## config.mk

```make
export PLATFORM = sky130hd
export DESIGN_NAME = mem_arbiter
export DESIGN_NICKNAME = d
export VERILOG_FILES = /design/src/rtl/mem_arbiter.sv
export SDC_FILE = /design/constraint.sdc
export NUM_CORES = 1
export LEC_CHECK = 0
export ABC_AREA = 0
export CAP_MARGIN = 20
export CORE_AREA = 3 3 332 334
export DETAILED_ROUTE_END_ITERATION = 16
export DIE_AREA = 0 0 335 337
export GPL_ROUTABILITY_DRIVEN = 0
export PLACE_DENSITY = 0.3
export REMOVE_ABC_BUFFERS = 1
export SLEW_MARGIN = 20
export SYNTH_ARGS = -nofsm -noshare
export SYNTH_HDL_FRONTEND = slang
export SYNTH_SLANG_ARGS = --single-unit
export TNS_END_PERCENT = 100
```

## constraint.sdc

```tcl
create_clock -name clk -period 4.7 [get_ports clk]
set_input_delay 0.705 -clock clk [delete_from_list [all_inputs] [get_ports clk]]
set_output_delay 0.705 -clock clk [all_outputs]
set_load 0.01 [all_outputs]
```

## src/rtl/mem_arbiter.sv

```systemverilog
// Two-way arbiter sharing one main-memory port between the I-cache and the D-cache.
// D-side has priority; the streak counter lets a waiting I request win after STARVE_LIMIT D grants.
module mem_arbiter #(
    parameter int ADDR_W       = 28,
    parameter int DATA_W       = 128,
    parameter int STARVE_LIMIT = 4
) (
    input  logic              clk,
    input  logic              rst,
    input  logic              I_mem_read,
    input  logic              I_mem_write,
    input  logic [ADDR_W-1:0] I_mem_addr,
    input  logic [DATA_W-1:0] I_mem_wdata,
    output logic [DATA_W-1:0] I_mem_rdata,
    output logic              I_mem_ready,
    input  logic              D_mem_read,
    input  logic              D_mem_write,
    input  logic [ADDR_W-1:0] D_mem_addr,
    input  logic [DATA_W-1:0] D_mem_wdata,
    output logic [DATA_W-1:0] D_mem_rdata,
    output logic              D_mem_ready,
    output logic              mem_read,
    output logic              mem_write,
    output logic [ADDR_W-1:0] mem_addr,
    output logic [DATA_W-1:0] mem_wdata,
    input  logic [DATA_W-1:0] mem_rdata,
    input  logic              mem_ready
);
    typedef enum logic [1:0] {
        IDLE    = 2'd0,
        GRANT_I = 2'd1,
        GRANT_D = 2'd2
    } state_t;

    typedef struct packed {
        logic              read;
        logic              write;
        logic [ADDR_W-1:0] addr;
        logic [DATA_W-1:0] wdata;
    } mem_req_t;

    localparam logic [3:0] LIMIT = 4'(STARVE_LIMIT);

    state_t   state;
    logic [3:0] d_streak;
    mem_req_t req_i;
    mem_req_t req_d;
    mem_req_t req_sel;
    logic     want_i;
    logic     want_d;
    logic     pick_i;

    assign req_i  = {I_mem_read, I_mem_write, I_mem_addr, I_mem_wdata};
    assign req_d  = {D_mem_read, D_mem_write, D_mem_addr, D_mem_wdata};
    assign want_i = I_mem_read | I_mem_write;
    assign want_d = D_mem_read | D_mem_write;
    // I wins only when alone or when D has already taken LIMIT grants in a row past it
    assign pick_i = want_i && (!want_d || (d_streak >= LIMIT));

    always_comb begin
        req_sel = '0;
        case (state)
            GRANT_I: req_sel = req_i;
            GRANT_D: req_sel = req_d;
            default: req_sel = '0;
        endcase
    end

    assign mem_read    = req_sel.read;
    assign mem_write   = req_sel.write;
    assign mem_addr    = req_sel.addr;
    assign mem_wdata   = req_sel.wdata;
    assign I_mem_ready = (state == GRANT_I) && mem_ready;
    assign D_mem_ready = (state == GRANT_D) && mem_ready;
    assign I_mem_rdata = mem_rdata;
    assign D_mem_rdata = mem_rdata;

    // Every grant returns through IDLE, so a request dropped after its ready is never re-granted
    always_ff @(posedge clk or posedge rst) begin
        if (rst) begin
            state    <= IDLE;
            d_streak <= 4'd0;
        end else begin
            case (state)
                IDLE: begin
                    if (pick_i) begin
                        state    <= GRANT_I;
                        d_streak <= 4'd0;
                    end else if (want_d) begin
                        state <= GRANT_D;
                        if (!want_i)
                            d_streak <= 4'd0;
                        else if (d_streak != 4'hF)
                            d_streak <= d_streak + 4'd1;
                    end
                end
                GRANT_I: if (mem_ready || !want_i) state <= IDLE;
                GRANT_D: if (mem_ready || !want_d) state <= IDLE;
                default: state <= IDLE;
            endcase
        end
    end
endmodule

```

### Word level (Yosys, flattened, before mapping)

Index checks and enable logic that the tools add are counted.

* bits of input ports: 447
* register bits after elaboration: 6
* logic and storage cells: 35
* output and inout bits: 416

* add/subtract/negate cells: 1
* eq/ne operators: 7
* bitwise gates (word level): 2
* mux-type cells: 10
* order comparisons: 1
* reduce and logical (&&, ||, !) cells: 12

Operators by type and width (count)
* $pmux 158 s2: 1
* $mux 4: 4
* $mux 2: 4
* $pmux 2 s3: 1
* $reduce_and 3->1: 2
* $add 4x1->4 const B: 1
* $ge 4x3->1 const B: 1
* $ne 2x1->1 const B: 2
* $ne 4x4->1 const B: 1
* $logic_and 1x1->1: 3
* $logic_or 1x1->1: 3
* $ne 3x1->1 const B: 1
* $ne 3x3->1 const B: 1
* $eq 2x1->1 const B: 1
* $eq 2x2->1 const B: 1
* $logic_not 1->1: 2
* $logic_not 2->1: 1
* $or 1x1->1: 2
* $reduce_bool 2->1: 1

### Longest topological paths before layout

* depth after elaboration: 6
* mapped depth: 7
* gate-level depth less buffers: 6

### Worst setup path before layout

No wires, ideal clock.

* kind: flip-flop to output port
* from: register state[0]
* to: output mem_addr[10]
* slack: 2560 ps
* data required time: 3995 ps
* path buffers: 2
* arrival time: 1435 ps
* cell stages (with the launch flop): 6
* path through: dfrtp_1 > inv_1 > ha_1 > clkbuf_1 > clkbuf_1 > nor2b_1

* word-level cells in the longest chain between the ends: 2
* elaborated cells between the ends (all ways): 3
* classes of those cells: 2 x eq/ne; 1 x mux

RTL lines
* from (decl): RTL line 44 `state_t state;`
* from (signal assigned): RTL line 81 `state <= IDLE;`
* from (signal assigned): RTL line 87 `state <= GRANT_I;`
* from (signal assigned): RTL line 90 `state <= GRANT_D;`
* $eq 2x2->1 or $eq 2x1->1 (tied branches): RTL line 62 `case (state)`
* $pmux 158 s2 *: RTL line 62
* to (decl): RTL line 24 `output logic [ADDR_W-1:0] mem_addr,`

Mark *: on every way between the ends. The rest lies on a longest branch, timed or not.

### Final worst setup path

* from: register state[0]
* to: output mem_wdata[81]

* word-level cells in the longest chain between the ends: 2
* elaborated cells between the ends (all ways): 3
* classes of those cells: 2 x eq/ne; 1 x mux

RTL lines
* $eq 2x2->1 or $eq 2x1->1 (tied branches): RTL line 62
* $pmux 158 s2 *: RTL line 62
* to (decl): RTL line 25 `output logic [DATA_W-1:0] mem_wdata,`

Marked as above.

==> results by group <==
Global routing
  • Total GRT Usage: 0.150
  • Vias in the first global route: 6740
  • GRT overflow: 0
  • Pin count of the biggest net entering global routing: 66
  • Initial antenna violation count: 9
  • First-pass GRT wire length: 105000 um

Cells and area
  • Layout area overhead: 98.1%
  • Multi-input logic area: 0.00242 mm^2
  • Layout cells sized above 1: 0.0263
  • Fin nets: 1290
  • Fillers: 12600
  • Register area: 150 um^2

Clock network
  • Worst-skew pair later-pin latency: 0.22 ns
  • Post-CTS Setup Inserts: 0
  • Post-CTS sizing: 0
  • Root buf cell: clkbuf_16
  • CTS buffer count: 3
  • CTS Hold Bufs: 0
  • CTS tree: done
  • Worst-path clk slew: 0.03 ns
  • Clk buf depth: 2
  • CTS HTree Levels: 1
  • Clock sink count: 6

Yosys
  • Ranking of synthesized cells by area: buf_4 41%, a22oi_1 25%, nor2b_1 21%
  • Synth Register Bits: 6
  • Cells after Synth: 658
  • Cell area after synthesis: 0.00470 mm^2
  • Syn. warnings: 0
  • Mean Syn Cell Area: 7.15 um^2
  • Leading area contributor after synthesis: buf_4
  • Sequential share of the synthesized area: 0.0319
  • Distinct cells, synth: 21
  • Share of the synthesized area in the top cell type: 0.409

Routing
  • Vias per cell: 2.77
  • Drt pass-1 iters: 4
  • Initial drt markers: 322
  • WL per Instance: 39.4 um
  • Vias: 6210
  • Drt drc: 0
  • Final ANT Viol Nets: 0
  • Routed wire length: 88200 um

Timing
  • Worst-Margin Slew: 0.971 ns
  • Tcrit/Tclk final: 0.808
  • Rel. slew slack: 0.352
  • Final hold violation count: 0
  • Slew Viols, Final: 0
  • Final-report setup violation count: 0
  • Min Tclk post-route: 3.80 ns
  • Worst Skew: 0.000391 ns
  • Fmax achieved: 263 MHz
  • RSZ-0062 raised after global routing: no
  • TNS Setup: 0 ns

Power and ir drop
  • Pwr Total: 3.82 mW
  • Pwr dens: 410 mW/mm^2
  • Peak VDD IR: 0.208 mV
  • Pleak: 2.55 nW

Worst setup path
  • CP peak stage delay: 0.78 ns
  • Family with the most delay on the worst path: buffers and inverters
  • Worst path slowest cell: ha_4
  • Buf+Inv Stages, Crit Path: 3
  • Setup CP Type: register to primary output
  • CP arrival: 3.09 ns
  • Register-to-register path setup slack: 2.08 ns
  • Critical-path cell list: inv_1 > ha_4 > buf_12 > a22oi_1 > nor2b_1 > clkdlybuf4s50_1
  • CP startpoint kind: register
  • CP max FO: 62
  • Crit path required time: 3.99 ns
  • Crit. End Element: primary output

Run
  • Max-cap violations: 0

Status
  • Status: completed

Floorplanning
  • DIE HEIGHT: 337 um
  • Core area: 0.107 mm^2
  • Num rows: 120
  • Die area: 0.113 mm^2
  • Die width: 335 um
  • # IOs: 863
  • Initial Util: 0.0439

Worst hold path
  • Hold WC Path Type: register to register

Placed design
  • DP Wirelength: 74700 um
  • I/O Buffers: 478
## path summary, 6_finish.rpt
kind | start | endpoint | cells after the start
max | state[0] | mem_wdata[81] | 6
min | d_streak[1] | d_streak[1] | 1
max reg2reg | state[1] | state[1] | 7
min reg2reg | d_streak[1] | d_streak[1] | 1
max in group asynchronous | rst | state[1] | 2
min in group asynchronous | rst | d_streak[3] | 2
## layout make-up
type	instances	area share
multi-input combinational	339	0.260
antenna	2	0.000537
tap	1403	0.188
inverter	4	0.00161
clock buffer	3	0.00806
timing repair buffer	485	0.526
sequential	6	0.0161
## cells in the mapped netlist
| cell type | n |
|---|---|
| clkbuf_1 | 25 |
| dfrtp_1 | 6 |
| nor3_1 | 1 |
| nand2b_1 | 1 |
| buf_2 | 28 |
| o32ai_1 | 1 |
| a22oi_1 | 158 |
| a31o_2 | 1 |
| or2_2 | 1 |
| buf_4 | 256 |
| a22o_2 | 2 |
| a22o_1 | 2 |
| and2_2 | 1 |
| ha_1 | 4 |
| inv_1 | 4 |
| o41ai_4 | 1 |
| nor2_1 | 4 |
| nor2b_1 | 158 |
| and2_1 | 2 |
| nor3b_2 | 1 |
| mux2_2 | 1 |
## metal layers
metal  track usage  share of wire
met1         0.185           0.44
met2         0.178           0.33
met3         0.144           0.20
met4        0.0190          0.012
met5        0.0834          0.014
## through the flow
stage | instance area [um^2] | util | std cells | hold slack [ns] | setup WS, ns
6_report | 9320 | 0.0869 | 2242 | 0.513 | 0.904
5_1_grt | 9310 | 0.0869 | 2240 | 0.540 | 0.655
4_1_cts | 9310 | 0.0869 | 2240 | 0.517 | 0.720
3_5_place_dp | 9240 | 0.0862 | 2237 | 0.505 | 0.974
3_3_place_gp | 9240 | 0.0862 | 2237 | 0.494 | 0.977
2_1_floorplan | 2550 | - | 349 | 0.469 | 0.124
## flip-flops by register name, indices dropped and copies added, names as in the netlist
| name | count |
|---|---|
| d_streak | 4 |
| state | 2 |
## power breakdown
group          internal, mW  switching [mW]  total, mW
Clock                 0.109          0.0258      0.135
Combinational          1.69            1.92       3.61
Sequential           0.0679          0.0146     0.0825
Total                  1.86            1.96       3.82
## logic make-up (layout without fill, tap and decap cells)
family	Yosys count	after routing	synth area share
buffers and inverters	313	492	0.461
AND/OR/NAND/NOR	169	169	0.224
AO/OA/AOI/OAI	165	165	0.270
flip-flops	6	6	0.0319
adder cells (fa/ha/maj)	4	4	0.0106
multiplexers	1	1	0.00239
other	0	2	0
## cell usage in the layout (no fill, tap or decap), drive strengths merged
master,instances
clkdlybuf4s50,477
a22oi,158
nor2b,158
buf,8
dfrtp,6
nor2,4
inv,4
ha,4
a22o,4
clkbuf,3
and2,3
diode,2
o41ai,1
nor3,1
or2,1
nand2b,1
o32ai,1
a31o,1
nor3b,1
mux2,1
Note: power is estimated with default switching activity, not from simulation.
